--- config.mk ---
export PLATFORM = sky130hd
export DESIGN_NAME = pipeline_ctrl
export DESIGN_NICKNAME = d
export VERILOG_FILES = /design/src/rtl/pipeline_ctrl_pkg.sv /design/src/rtl/pipeline_ctrl_counter.sv /design/src/rtl/pipeline_ctrl.sv
export SDC_FILE = /design/constraint.sdc
export NUM_CORES = 1
export LEC_CHECK = 0
export ABC_AREA = 0
export BUFFER_PORTS_ARGS = -buffer_cell sky130_fd_sc_hd__buf_2
export CAP_MARGIN = 20
export CORE_ASPECT_RATIO = 0.9
export CORE_MARGIN = 2
export CORE_UTILIZATION = 40
export CTS_BUF_LIST = sky130_fd_sc_hd__clkbuf_8
export DETAILED_ROUTE_END_ITERATION = 10
export GPL_TIMING_DRIVEN = 0
export PLACE_DENSITY = 0.64
export SETUP_SLACK_MARGIN = 0.2
export SYNTH_ARGS = -nofsm -noshare
export SYNTH_HDL_FRONTEND = slang
export SYNTH_SLANG_ARGS = --single-unit
--- constraint.sdc ---
create_clock -name clk -period 5.45 [get_ports clk]
set_input_delay 0.545 -clock clk [delete_from_list [all_inputs] [get_ports clk]]
set_output_delay 0.545 -clock clk [all_outputs]
set_load 0.02 [all_outputs]
--- src/rtl/pipeline_ctrl_pkg.sv ---
// Shared types, defaults and output-bundle helpers for the pipe sequencer.
package pipeline_ctrl_pkg;

  localparam int unsigned TRAP_CYCLES_DEF  = 2;
  localparam int unsigned MISS_TIMEOUT_DEF = 255;
  localparam int unsigned CNT_W_DEF        = 8;

  typedef enum logic [1:0] {
    ST_RUN   = 2'd0,
    ST_DMISS = 2'd1,
    ST_IMISS = 2'd2,
    ST_TRAP  = 2'd3
  } pipe_ctrl_state_e;

  typedef enum logic [1:0] {
    REDIR_NONE   = 2'd0,
    REDIR_BRANCH = 2'd1,
    REDIR_TRAP   = 2'd2
  } redirect_sel_e;

  // Per-stage freeze/flush bundle driven every cycle
  typedef struct packed {
    logic          stall_fetch;
    logic          stall_dec;
    logic          stall_exe;
    logic          stall_mem;
    logic          kill_fetch;
    logic          kill_dec;
    logic          kill_exe;
    logic          kill_mem;
    logic          kill_wb;
    redirect_sel_e redirect_sel;
  } pipe_ctrl_t;

  // Quiet pipe: nothing held, nothing flushed
  function automatic pipe_ctrl_t ctrl_none();
    pipe_ctrl_t c;
    c.stall_fetch  = 1'b0;
    c.stall_dec    = 1'b0;
    c.stall_exe    = 1'b0;
    c.stall_mem    = 1'b0;
    c.kill_fetch   = 1'b0;
    c.kill_dec     = 1'b0;
    c.kill_exe     = 1'b0;
    c.kill_mem     = 1'b0;
    c.kill_wb      = 1'b0;
    c.redirect_sel = REDIR_NONE;
    return c;
  endfunction

  // D-miss: freeze everything up to mem, bubble into wb
  function automatic pipe_ctrl_t ctrl_dmiss();
    pipe_ctrl_t c;
    c             = ctrl_none();
    c.stall_fetch = 1'b1;
    c.stall_dec   = 1'b1;
    c.stall_exe   = 1'b1;
    c.stall_mem   = 1'b1;
    c.kill_wb     = 1'b1;
    return c;
  endfunction

  // I-miss: hold fetch, feed bubbles into dec
  function automatic pipe_ctrl_t ctrl_imiss();
    pipe_ctrl_t c;
    c            = ctrl_none();
    c.stall_fetch = 1'b1;
    c.kill_dec    = 1'b1;
    return c;
  endfunction

  // Back-end event decode shared by RUN and IMISS (priority exc > dmiss > branch > ltu)
  function automatic pipe_ctrl_t back_end_ctrl(input logic exc, input logic dmiss,
                                               input logic br, input logic ltu);
    pipe_ctrl_t c;
    c = ctrl_none();
    if (exc) begin
      c.kill_fetch   = 1'b1;
      c.kill_dec     = 1'b1;
      c.kill_exe     = 1'b1;
      c.kill_mem     = 1'b1;
      c.redirect_sel = REDIR_TRAP;
    end else if (dmiss) begin
      c = ctrl_dmiss();
    end else if (br) begin
      c.kill_fetch   = 1'b1;
      c.kill_dec     = 1'b1;
      c.redirect_sel = REDIR_BRANCH;
    end else if (ltu) begin
      c.stall_fetch = 1'b1;
      c.stall_dec   = 1'b1;
      c.kill_exe    = 1'b1;
    end
    return c;
  endfunction

endpackage

--- src/rtl/pipeline_ctrl_counter.sv ---
// Shared cycle counter: load, saturating increment, floor-at-zero decrement.
module pipeline_ctrl_counter
  import pipeline_ctrl_pkg::*;
#(
  parameter int unsigned CNT_W   = CNT_W_DEF,
  parameter int unsigned MAX_VAL = MISS_TIMEOUT_DEF
) (
  input  logic             clk,
  input  logic             rst,
  input  logic             load,
  input  logic [CNT_W-1:0] load_val,
  input  logic             inc,
  input  logic             dec,
  output logic [CNT_W-1:0] cnt
);

  // Load wins, then increment (saturating at MAX_VAL), then decrement (stops at 0)
  always_ff @(posedge clk or negedge rst) begin
    if (!rst) begin
      cnt <= '0;
    end else if (load) begin
      cnt <= load_val;
    end else if (inc && (cnt != CNT_W'(MAX_VAL))) begin
      cnt <= cnt + CNT_W'(1);
    end else if (dec && (cnt != '0)) begin
      cnt <= cnt - CNT_W'(1);
    end
  end

endmodule

--- src/rtl/pipeline_ctrl.sv ---
// Central freeze/flush sequencer for the fetch/dec/exe/mem/wb pipe.
module pipeline_ctrl
  import pipeline_ctrl_pkg::*;
#(
  parameter int unsigned TRAP_CYCLES  = TRAP_CYCLES_DEF,
  parameter int unsigned MISS_TIMEOUT = MISS_TIMEOUT_DEF,
  parameter int unsigned CNT_W        = CNT_W_DEF
) (
  input  logic       clk,
  input  logic       rst,
  input  logic       load_to_use_hazard,
  input  logic       branch_taken,
  input  logic       exc_valid,
  input  logic       dcache_miss,
  input  logic       dcache_fill_done,
  input  logic       icache_miss,
  input  logic       icache_fill_done,
  output logic       stall_fetch,
  output logic       stall_dec,
  output logic       stall_exe,
  output logic       stall_mem,
  output logic       kill_fetch,
  output logic       kill_dec,
  output logic       kill_exe,
  output logic       kill_mem,
  output logic       kill_wb,
  output logic [1:0] redirect_sel,
  output logic       miss_timeout
);

  pipe_ctrl_state_e state_q, state_d;
  logic             drop_fill_q, drop_fill_d;
  pipe_ctrl_t       ctrl, back_ctrl;
  logic [CNT_W-1:0] cnt;
  logic             cnt_load;
  logic [CNT_W-1:0] cnt_load_val;
  logic             in_miss;

  // State and pending-fill-drop registers
  always_ff @(posedge clk or negedge rst) begin
    if (!rst) begin
      state_q     <= ST_RUN;
      drop_fill_q <= 1'b0;
    end else begin
      state_q     <= state_d;
      drop_fill_q <= drop_fill_d;
    end
  end

  // Next-state and per-stage control decode
  always_comb begin
    state_d     = state_q;
    drop_fill_d = drop_fill_q;
    ctrl        = ctrl_none();
    back_ctrl   = back_end_ctrl(exc_valid, dcache_miss, branch_taken, load_to_use_hazard);
    case (state_q)
      ST_RUN: begin
        ctrl = back_ctrl;
        if (exc_valid) begin
          state_d = ST_TRAP;
        end else if (dcache_miss) begin
          state_d = ST_DMISS;
        end else if (!branch_taken && !load_to_use_hazard && icache_miss) begin
          ctrl    = ctrl_imiss();
          state_d = ST_IMISS;
        end
      end
      ST_DMISS: begin
        // Trap and fetch events wait until the mem inst completes
        if (dcache_fill_done) begin
          state_d = ST_RUN;
        end else begin
          ctrl = ctrl_dmiss();
        end
      end
      ST_IMISS: begin
        if (exc_valid) begin
          ctrl    = back_ctrl;
          state_d = ST_TRAP;
        end else if (dcache_miss) begin
          ctrl    = back_ctrl;
          state_d = ST_DMISS;
        end else if (icache_fill_done) begin
          // A branch resolved during the miss makes the refilled inst stale
          ctrl            = back_ctrl;
          ctrl.kill_fetch = back_ctrl.kill_fetch | drop_fill_q;
          drop_fill_d     = 1'b0;
          state_d         = ST_RUN;
        end else begin
          ctrl = ctrl_imiss();
          if (branch_taken) begin
            ctrl.redirect_sel = REDIR_BRANCH;
            drop_fill_d       = 1'b1;
          end else if (load_to_use_hazard) begin
            ctrl.kill_exe = 1'b1;
          end
        end
      end
      ST_TRAP: begin
        ctrl.kill_fetch = 1'b1;
        if (cnt == '0) begin
          state_d = ST_RUN;
        end
      end
      default: begin
        state_d = ST_RUN;
      end
    endcase
    // Outputs stay quiet while reset is held, whatever the inputs do
    if (!rst) begin
      ctrl = ctrl_none();
    end
  end

  // Counter restarts on every state change; trap entry preloads the settle count
  always_comb begin
    in_miss      = (state_q == ST_DMISS) || (state_q == ST_IMISS);
    cnt_load     = (state_d != state_q);
    cnt_load_val = (state_d == ST_TRAP) ? CNT_W'(TRAP_CYCLES - 1) : '0;
  end

  pipeline_ctrl_counter #(
    .CNT_W   (CNT_W),
    .MAX_VAL (MISS_TIMEOUT)
  ) u_counter (
    .clk      (clk),
    .rst      (rst),
    .load     (cnt_load),
    .load_val (cnt_load_val),
    .inc      (in_miss),
    .dec      (state_q == ST_TRAP),
    .cnt      (cnt)
  );

  // Sticky timeout; the cycle that raised the miss counts as its first miss cycle
  always_ff @(posedge clk or negedge rst) begin
    if (!rst) begin
      miss_timeout <= 1'b0;
    end else if (in_miss && ((32'(cnt) + 32'd2) >= MISS_TIMEOUT)) begin
      miss_timeout <= 1'b1;
    end
  end

  // Drive the bundle onto the stage ports
  always_comb begin
    stall_fetch  = ctrl.stall_fetch;
    stall_dec    = ctrl.stall_dec;
    stall_exe    = ctrl.stall_exe;
    stall_mem    = ctrl.stall_mem;
    kill_fetch   = ctrl.kill_fetch;
    kill_dec     = ctrl.kill_dec;
    kill_exe     = ctrl.kill_exe;
    kill_mem     = ctrl.kill_mem;
    kill_wb      = ctrl.kill_wb;
    redirect_sel = 2'(ctrl.redirect_sel);
  end

endmodule

==> results of run 1 <==
[path summary, 6_finish.rpt]
check                                    startpoint                           end  slack (ns)
hold reg to reg            miss_timeout$_DFFE_PN0P_      miss_timeout$_DFFE_PN0P_        0.47
setup reg to reg               state_q[0]$_DFF_PN0_  u_counter.cnt[6]$_DFFE_PN0P_        2.42
setup / recovery               state_q[0]$_DFF_PN0_  u_counter.cnt[6]$_DFFE_PN0P_        2.42
min in group clk           miss_timeout$_DFFE_PN0P_      miss_timeout$_DFFE_PN0P_        0.47
max in group asynchronous                       rst       drop_fill_q$_DFFE_PN0P_        5.02
hold / removal                                  rst  u_counter.cnt[6]$_DFFE_PN0P_        0.19
[cell families (layout without fill, tap and decap cells)]
| kind of cell | Yosys count | after routing | share of synthesized area, % |
|---|---|---|---|
| fa+ha+maj | 14 | 14 | 13.1 |
| mux | 1 | 1 | 0.720 |
| buf+inv | 18 | 39 | 5.67 |
| simple gates | 74 | 74 | 29.4 |
| compound gates | 53 | 53 | 27.5 |
| flops | 12 | 12 | 21.6 |
| xor+xnor | 3 | 3 | 1.89 |
[metal layers]
layer | vias up | wire length [um] | global-route usage [%]
li1 | 682 | - | -
met1 | 641 | 1510 | 22.6
met2 | 39 | 1660 | 33.0
met3 | 9 | 140 | 1.88
met4 | 0 | 68 | 9.33
met5 | - | 0 | 0
[placed cells by master (no fill, tap or decap), types with 3 or more instances in the layout]
master and instances:
clkbuf_8 3, o21a_1 3, nand3_1 9, clkbuf_1 5
nand2b_1 4, nor3_1 7, buf_4 3, buf_2 18
dfrtp_1 12, a21oi_1 17, inv_1 10, nand2_1 13
or3_1 3, a31oi_1 3, nor2_1 17, nor2b_1 6
o21ai_0 10, ha_1 13
[final cells by class]
type                       count  area [um2]  share of cell area [%]
timing repair buffer          18        90.1                    5.71
multi-input combinational    145        1010                    64.1
sequential                    12         300                    19.0
inverter                      10        37.5                    2.38
buffer                         8        41.3                    2.62
clock buffer                   3        41.3                    2.62
tap                           44        55.1                    3.49
[worst reg2reg max path: cells and delay by family, from the launching register on]
| family | cells | cell delay [ns] |
|---|---|---|
| flip-flops | 1 | 0.51 |
| buffers and inverters | 2 | 0.35 |
| adder cells (fa/ha/maj) | 2 | 0.84 |
| AO/OA/AOI/OAI | 4 | 0.87 |
| AND/OR/NAND/NOR | 2 | 0.34 |
[power breakdown]
part / switching [mW] / internal, mW / leakage, nW
logic: 0.436 / 0.313 / 0.530
registers: 0.0472 / 0.123 / 0.156
clock network: 0.0315 / 0.0486 / 0.0216
[through the flow]
stage                     area [um2]  power (mW)  setup slack (ns)  hold slack [ns]
after floorplan                 1390       0.760              2.88            0.249
after global placement          1540       0.888              2.55            0.452
after detailed placement        1540       0.915              2.44            0.459
after CTS                       1580       0.999              2.43            0.202
after global routing            1580        1.10              2.13            0.211
final                           1580       0.999              2.42            0.194
[sequential cells by signal (all words and copies together), names as in the netlist]
register,cells
state_q,2
drop_fill_q,1
u_counter.cnt,8
miss_timeout,1
==> results.json, run 1 <==
{
  "status": "finished clean",
  "antenna_cells": 0,
  "critPathSlowestCell": "dfrtp_1",
  "finalHoldViolCount": 0,
  "arrival_ns": 3.16,
  "grt_max_degree": 15,
  "grt_overflow_total": 0,
  "grt_setup_unrepaired": "no",
  "drc": 0,
  "fin_cells": 240,
  "setup_tns_ns": 0,
  "path_class": "flip-flop to flip-flop",
  "clock_latency_ns": 0.24,
  "power_density_mw_per_mm2": 634,
  "relSlewSlack_pct": 59.8,
  "path_delay_family": "compound AO/OA/AOI/OAI gates",
  "area_growth_pct": 13.4,
  "finClkSkew_ns": 0.00168,
  "ir_drop_uv": 314,
  "postRouteWirelength_um": 3380,
  "ctsRootBufferMaster": "clkbuf_8",
  "period_minus_slack_ns": 3.03,
  "cts_tree": "done",
  "slew_violations": 0,
  "synth_edf_count": 0,
  "cts_buffers": 3,
  "placed_cells": 237,
  "ys.flop_type": "dfrtp_1",
  "crit_buf_inv": 2,
  "cp.depth": 10,
  "leakagePower_nw": 0.708,
  "grt_pass1_vias": 1327,
  "netlist.area_leader.share_pct": 21.6,
  "synth.distinct_cells": 47,
  "ctsResizeCount": 0,
  "crit_top_cell": "inv_1",
  "nNetsFinal": 221,
  "die_w_um": 66.1,
  "start_util_pct": 41.5,
  "synth.net_count": 198,
  "utilization_pct": 47.0,
  "max_stage_delay_ns": 0.51,
  "via_count": 1371,
  "setup_viol": 0,
  "cts_setup_buffers": 0,
  "syn_avg_cell_area_um2": 7.94,
  "path_max_fanout": 13,
  "max_cap_viol_count": 0,
  "ys_warn_count": 0,
  "layout-drive-gt1-share_pct": 19.4,
  "antenna_left": 0,
  "ys_ff_latch": 12,
  "grt_use_total_pct": 18.6,
  "critPathCaptureType": "flip-flop",
  "grt_pass1_wl_um": 5750,
  "num_rows": 20,
  "worstPathRequired_ns": 5.58,
  "core_area_mm2": 0.00335,
  "ys_seq_area_share_pct": 21.6,
  "drt_iter0_markers": 81,
  "antenna_found_initial": 0,
  "vias_per_cell": 5.71,
  "first_pass_iters": 5,
  "globalplace.congestion": 0.844,
  "path_cells": "inv_1, ha_1, o21ai_2, inv_1, fa_1, nor2b_1, o31a_1, o21ai_0, nor4bb_1, a2111oi_2",
  "reg2regPathDepth": 10,
  "hold_buffers": 0,
  "hold_path_class": "input pin to async pin",
  "synth_area_leaders": "dfrtp_1 (22%), ha_1 (12%), a21oi_1 (6.1%)",
  "crit_path_start_kind": "flip-flop",
  "clk_pin_slew_ns": 0.05,
  "ios": 21,
  "clock_path_buffers": 2,
  "tightest_slew_ns": 0.603,
  "wire_per_inst_um": 14.1,
  "htreeDepth": 1,
  "synth_area_leader_cell": "dfrtp_1",
  "place_hpwl_um": 2670,
  "syn-cell-area_mm2": 0.00139,
  "synth_common_cells": "a21oi_1 (17), nor2_1 (17), ha_1 (13), nand2_1 (13), dfrtp_1 (12)",
  "port_buffers": 18,
  "die_area_mm2": 0.00396,
  "async_reset_ff_share_pct": 100,
  "synth_cells": 175,
  "post-route-period-util_pct": 55.6,
  "cts.sinks": 12,
  "fillCellCount": 336,
  "chipHeight_um": 59.9,
  "fmax_ghz": 0.330
}
(Power assumes the default switching activity.)
==> run 2, diff against run 1 <==
clock period = 2.9 ns   (was 5.45 ns; I/O delays follow)
==> run 2 against run 1 <==
Net effect:
- worst setup slack worse by 2.0 ns
- power up 110%
- final cell count up 5.0%
- clock skew about the same
- final area rose by 8.6%
- first-iteration DRC count increased by 2.5%
- global-route usage increased by 0.16 points
- combinational power rose by 120%
- fmax up 20%
- register-to-register slack got worse by 2.0 ns
- critical path depth down 1
- sequential share of layout area fell by 1.1 points
==> results.json, run 2 (synthesized netlist as in run 1, its figures left out) <==
{
  "area_growth_pct": 23.1,
  "path_class": "flip-flop to flip-flop",
  "port_buffers": 18,
  "cts_buffers": 3,
  "r2r_start": "state_q[1]$_DFF_PN0_",
  "start_util_pct": 41.5,
  "vias_per_cell": 5.71,
  "worstHoldStart": "icache_fill_done",
  "htreeDepth": 1,
  "clock_latency_ns": 0.24,
  "status": "finished clean",
  "setup_tns_ns": 0,
  "via_count": 1438,
  "fin_cells": 252,
  "slew_violations": 0,
  "core_area_mm2": 0.00335,
  "hold_ws_ns": 0.365,
  "finalPower_mw": 2.08,
  "layout-drive-gt1-share_pct": 28.8,
  "layout_common_cells": "buf_2 (18), nor2_1 (17), a21oi_1 (16)",
  "finalHoldViolCount": 0,
  "drc": 0,
  "worstPathRequired_ns": 3.00,
  "fmax_ghz": 0.396,
  "path_max_fanout": 6,
  "die_w_um": 66.1,
  "power_density_mw_per_mm2": 1220,
  "grt_use_total_pct": 18.8,
  "top_regs": "u_counter.cnt: 8 flops, state_q: 2 flops",
  "crit_path_start_kind": "flip-flop",
  "antenna_cells": 0,
  "wire_per_inst_um": 14.2,
  "postRouteWirelength_um": 3580,
  "largest_register": "u_counter.cnt",
  "relSlewSlack_pct": 64.5,
  "place_hpwl_um": 2670,
  "critPathCaptureType": "flip-flop",
  "max_cap_viol_count": 0,
  "first_pass_iters": 4,
  "ir_drop_uv": 611,
  "leakagePower_nw": 0.758,
  "grt_pass1_vias": 1335,
  "cts_tree": "done",
  "clk_pin_slew_ns": 0.05,
  "tightest_slew_ns": 0.531,
  "ctsRootBufferMaster": "clkbuf_8",
  "fillCellCount": 322,
  "nNetsFinal": 233,
  "num_rows": 20,
  "setup.worst_path.start": "state_q[1]$_DFF_PN0_",
  "largest_reg_flops": 8,
  "period_minus_slack_ns": 2.52,
  "setup_viol": 0,
  "globalplace.congestion": 0.844,
  "grt_setup_unrepaired": "no",
  "grt_pass1_wl_um": 5800,
  "ios": 21,
  "finClkSkew_ns": 0.00144,
  "grt_overflow_total": 0,
  "hold_path_class": "input pin to flip-flop",
  "clock_path_buffers": 2,
  "drt_iter0_markers": 83,
  "antenna_left": 0,
  "cts.sinks": 12,
  "final_common_cell": "buf_2",
  "arrival_ns": 2.63,
  "post-route-period-util_pct": 87.0,
  "die_area_mm2": 0.00396,
  "placed_cells": 237,
  "antenna_found_initial": 0,
  "grt_max_degree": 15,
  "chipHeight_um": 59.9
}
run 2: cell count changes in the layout (fill, tap and decap cells not counted), sizes merged:
cell	before	now
buf	21	31
o21ai	12	13
dlygate4sd3	0	1
run 2: critical path, cell delays in order, from the launching register on:
cell       delay, ns
dfrtp_2         0.41
inv_1           0.12
ha_4            0.33
o21ai_4         0.10
ha_1            0.35
nor2b_2         0.18
o31a_1          0.25
o21ai_0         0.20
nor4bb_1        0.34
a2111oi_2       0.10
run 2: path summary, 6_finish.rpt:
check                                          endpoint  slack [ns]  cells after the start
max reg2reg                u_counter.cnt[6]$_DFFE_PN0P_        0.38                      9
min                             drop_fill_q$_DFFE_PN0P_        0.36                      2
max in group asynchronous          state_q[1]$_DFF_PN0_        2.16                      2
max                        u_counter.cnt[6]$_DFFE_PN0P_        0.38                      9
min reg2reg                    miss_timeout$_DFFE_PN0P_        0.47                      1
min in group asynchronous  u_counter.cnt[5]$_DFFE_PN0P_        0.48                      2
run 2: cell type report:
type                            count  area, um2  area share (%)
Tap cell                           44       55.1            3.22
Clock buffer                        3       41.3            2.41
Multi-Input combinational cell    146       1050            61.6
Timing Repair Buffer               29        175            10.2
Buffer                              8       41.3            2.41
Sequential cell                    12        307            17.9
Inverter                           10       37.5            2.19
run 2: power by group:
group          total, mW  switching, mW  internal, mW
sequential         0.313         0.0756         0.237
combinational       1.62          0.894         0.728
clock              0.150         0.0586        0.0913
total               2.08           1.03          1.06
run 2: layer usage:
layer / track usage [%] / share of wire, % / vias to the layer above
met3: 1.88 / 3.9 / 9
met1: 22.8 / 44 / 675
met2: 33.3 / 49 / 43
met5: 0 / 0 / -
li1: - / - / 711
met4: 9.33 / 2.2 / 0
run 2: repair_timing:
action,4_1_cts,5_1_grt
setup endpoints to repair,2,2
hold buffers,1,0
hold endpoints to repair,12,0
gates cloned,0,1
gates resized for setup,6,7
buffers inserted,2,8
pin swaps,0,3
run 2: through the flow:
step	utilization (%)	setup slack (ns)	cell area [um2]
floorplan	-	0.333	1390
global placement	45.8	-0.00188	1540
detailed placement	45.8	-0.107	1540
CTS	48.5	0.226	1630
global route	51.0	0.188	1710
finish	51.0	0.378	1710
==> run 3, diff against run 2 <==
ABC_CLOCK_PERIOD_IN_PS = 2900   (was unset)
RECOVER_POWER = 50   (was unset)
==> run 3 against run 2 <==
Net effect:
- combinational power barely moved
- critical path depth fell by 4
- die area did not move
- clock power barely moved
- largest cell class unchanged
==> results.json, run 3 (synthesized netlist as in run 1, its figures left out) <==
{
  "fmax_ghz": 0.373,
  "ctsRootBufferMaster": "clkbuf_8",
  "die_w_um": 66.1,
  "wire_per_inst_um": 14.3,
  "fin_cells": 252,
  "power_density_mw_per_mm2": 1220,
  "placed_cell_area_mm2": 0.00154,
  "grt_pass1_vias": 1335,
  "status": "finished clean",
  "layout-drive-gt1-share_pct": 26.4,
  "leakagePower_nw": 0.747,
  "setup_tns_ns": 0,
  "area_growth_pct": 22.0,
  "final_common_cell": "nor2_1",
  "cts.sinks": 12,
  "clock_latency_ns": 0.24,
  "path_max_fanout": 9,
  "globalplace.congestion": 0.844,
  "layout_common_cells": "nor2_1 (17), a21oi_1 (16), buf_2 (15)",
  "largest_reg_flops": 8,
  "first_pass_iters": 4,
  "antenna_cells": 0,
  "grt_max_degree": 15,
  "antenna_found_initial": 0,
  "start_util_pct": 41.5,
  "arrival_ns": 2.79,
  "cts_tree": "done",
  "critPathCaptureType": "flip-flop",
  "fillCellCount": 327,
  "pwr-share-seq_pct": 15.1,
  "nNetsFinal": 233,
  "finClkSkew_ns": 0.00225,
  "path_class": "flip-flop to flip-flop",
  "postRouteWirelength_um": 3600,
  "reg2regPathDepth": 5,
  "combPwrFrac_pct": 77.7,
  "core_area_mm2": 0.00335,
  "holdPathStages": 2,
  "intPower_mw": 1.05,
  "max_cap_viol_count": 0,
  "post-route-period-util_pct": 92.5,
  "tightest_slew_ns": 0.980,
  "vias_per_cell": 5.67,
  "clock_path_buffers": 2,
  "placed_cells": 237,
  "crit_path_start_kind": "flip-flop",
  "switching_share_pct": 49.2,
  "top_regs": "u_counter.cnt: 8 flops, state_q: 2 flops",
  "cts_buffers": 3,
  "pwr-share-clk_pct": 7.3,
  "port_buffers": 18,
  "ios": 21,
  "design_area_mm2": 0.00170,
  "place_hpwl_um": 2670,
  "ir_drop_uv": 605,
  "slew_violations": 0,
  "antenna_left": 0,
  "power_switching_mw": 1.02,
  "drt_iter0_markers": 107,
  "grt_pass1_wl_um": 5800,
  "num_rows": 20,
  "drc": 0,
  "period_minus_slack_ns": 2.68,
  "largest_register": "u_counter.cnt",
  "hold_path_class": "input pin to flip-flop",
  "worstPathRequired_ns": 3.00,
  "clk_pin_slew_ns": 0.05,
  "relSlewSlack_pct": 34.3,
  "grt_use_total_pct": 18.8,
  "grt_setup_unrepaired": "no",
  "grt_overflow_total": 0,
  "via_count": 1429,
  "chipHeight_um": 59.9,
  "setup_viol": 0,
  "die_area_mm2": 0.00396,
  "finalHoldViolCount": 0,
  "hold_ws_ns": 0.365,
  "htreeDepth": 1
}
## run 3: changes by cell type in the layout (fill, tap and decap cells not counted), sizes merged
cell	delta
clkbuf	+3
buf	-3
## run 3: worst max-delay path, stage by stage (launching register included)
cell and delay (ns):
dfrtp_1 0.45, or4_4 0.53, o21ai_1 0.77, nand3_2 0.22, o2111ai_4 0.43, o32ai_2 0.14
## run 3: metrics by stage
| stage | utilization (%) | total power [mW] | setup slack [ns] |
|---|---|---|---|
| 2_1_floorplan | - | 1.43 | 0.333 |
| 3_3_place_gp | 45.8 | 1.67 | -0.00188 |
| 3_5_place_dp | 45.8 | 1.72 | -0.107 |
| 4_1_cts | 48.5 | 1.96 | 0.226 |
| 5_1_grt | 50.6 | 2.26 | 0.130 |
| 6_report | 50.6 | 2.07 | 0.217 |
## run 3: per-layer routing
layer  wire (um)  vias to the layer above  track usage (%)
li1            -                      711                -
met1        1630                      675             22.8
met2        1760                       36             33.3
met3         135                        7             1.88
met4          69                        0             9.33
met5           0                        -                0
## run 3: final cells by class
cell class | count | area (um2) | area share [%]
timing repair buffer | 29 | 171 | 10.1
multi-input combinational | 146 | 1040 | 61.5
tap | 44 | 55.1 | 3.25
buffer | 8 | 41.3 | 2.44
sequential | 12 | 305 | 18.0
inverter | 10 | 37.5 | 2.21
clock buffer | 3 | 41.3 | 2.44
## run 3: worst paths after layout
check	start	endpoint	slack, ns
setup / recovery	u_counter.cnt[1]$_DFFE_PN0P_	u_counter.cnt[0]$_DFFE_PN0P_	0.22
hold / removal	icache_fill_done	drop_fill_q$_DFFE_PN0P_	0.36
setup reg to reg	u_counter.cnt[1]$_DFFE_PN0P_	u_counter.cnt[0]$_DFFE_PN0P_	0.22
hold reg to reg	miss_timeout$_DFFE_PN0P_	miss_timeout$_DFFE_PN0P_	0.47
max in group asynchronous	rst	state_q[0]$_DFF_PN0_	1.73
min in group asynchronous	rst	u_counter.cnt[1]$_DFFE_PN0P_	0.64
## run 3: power groups by stage
stage	registers, mW	clock network (mW)	logic [mW]
2_1_floorplan	0.297	0	1.13
3_3_place_gp	0.316	0	1.35
3_5_place_dp	0.320	0	1.40
4_1_cts	0.320	0.157	1.48
5_1_grt	0.321	0.163	1.78
6_report	0.312	0.150	1.61
## run 3: what timing repair did
item	in CTS	in global routing
buffers inserted	2	8
endpoints found under the setup margin	2	2
endpoints found under the hold margin	12	0
hold buffers	1	0
pin swaps	0	3
resized for setup	6	7
gates cloned	0	1
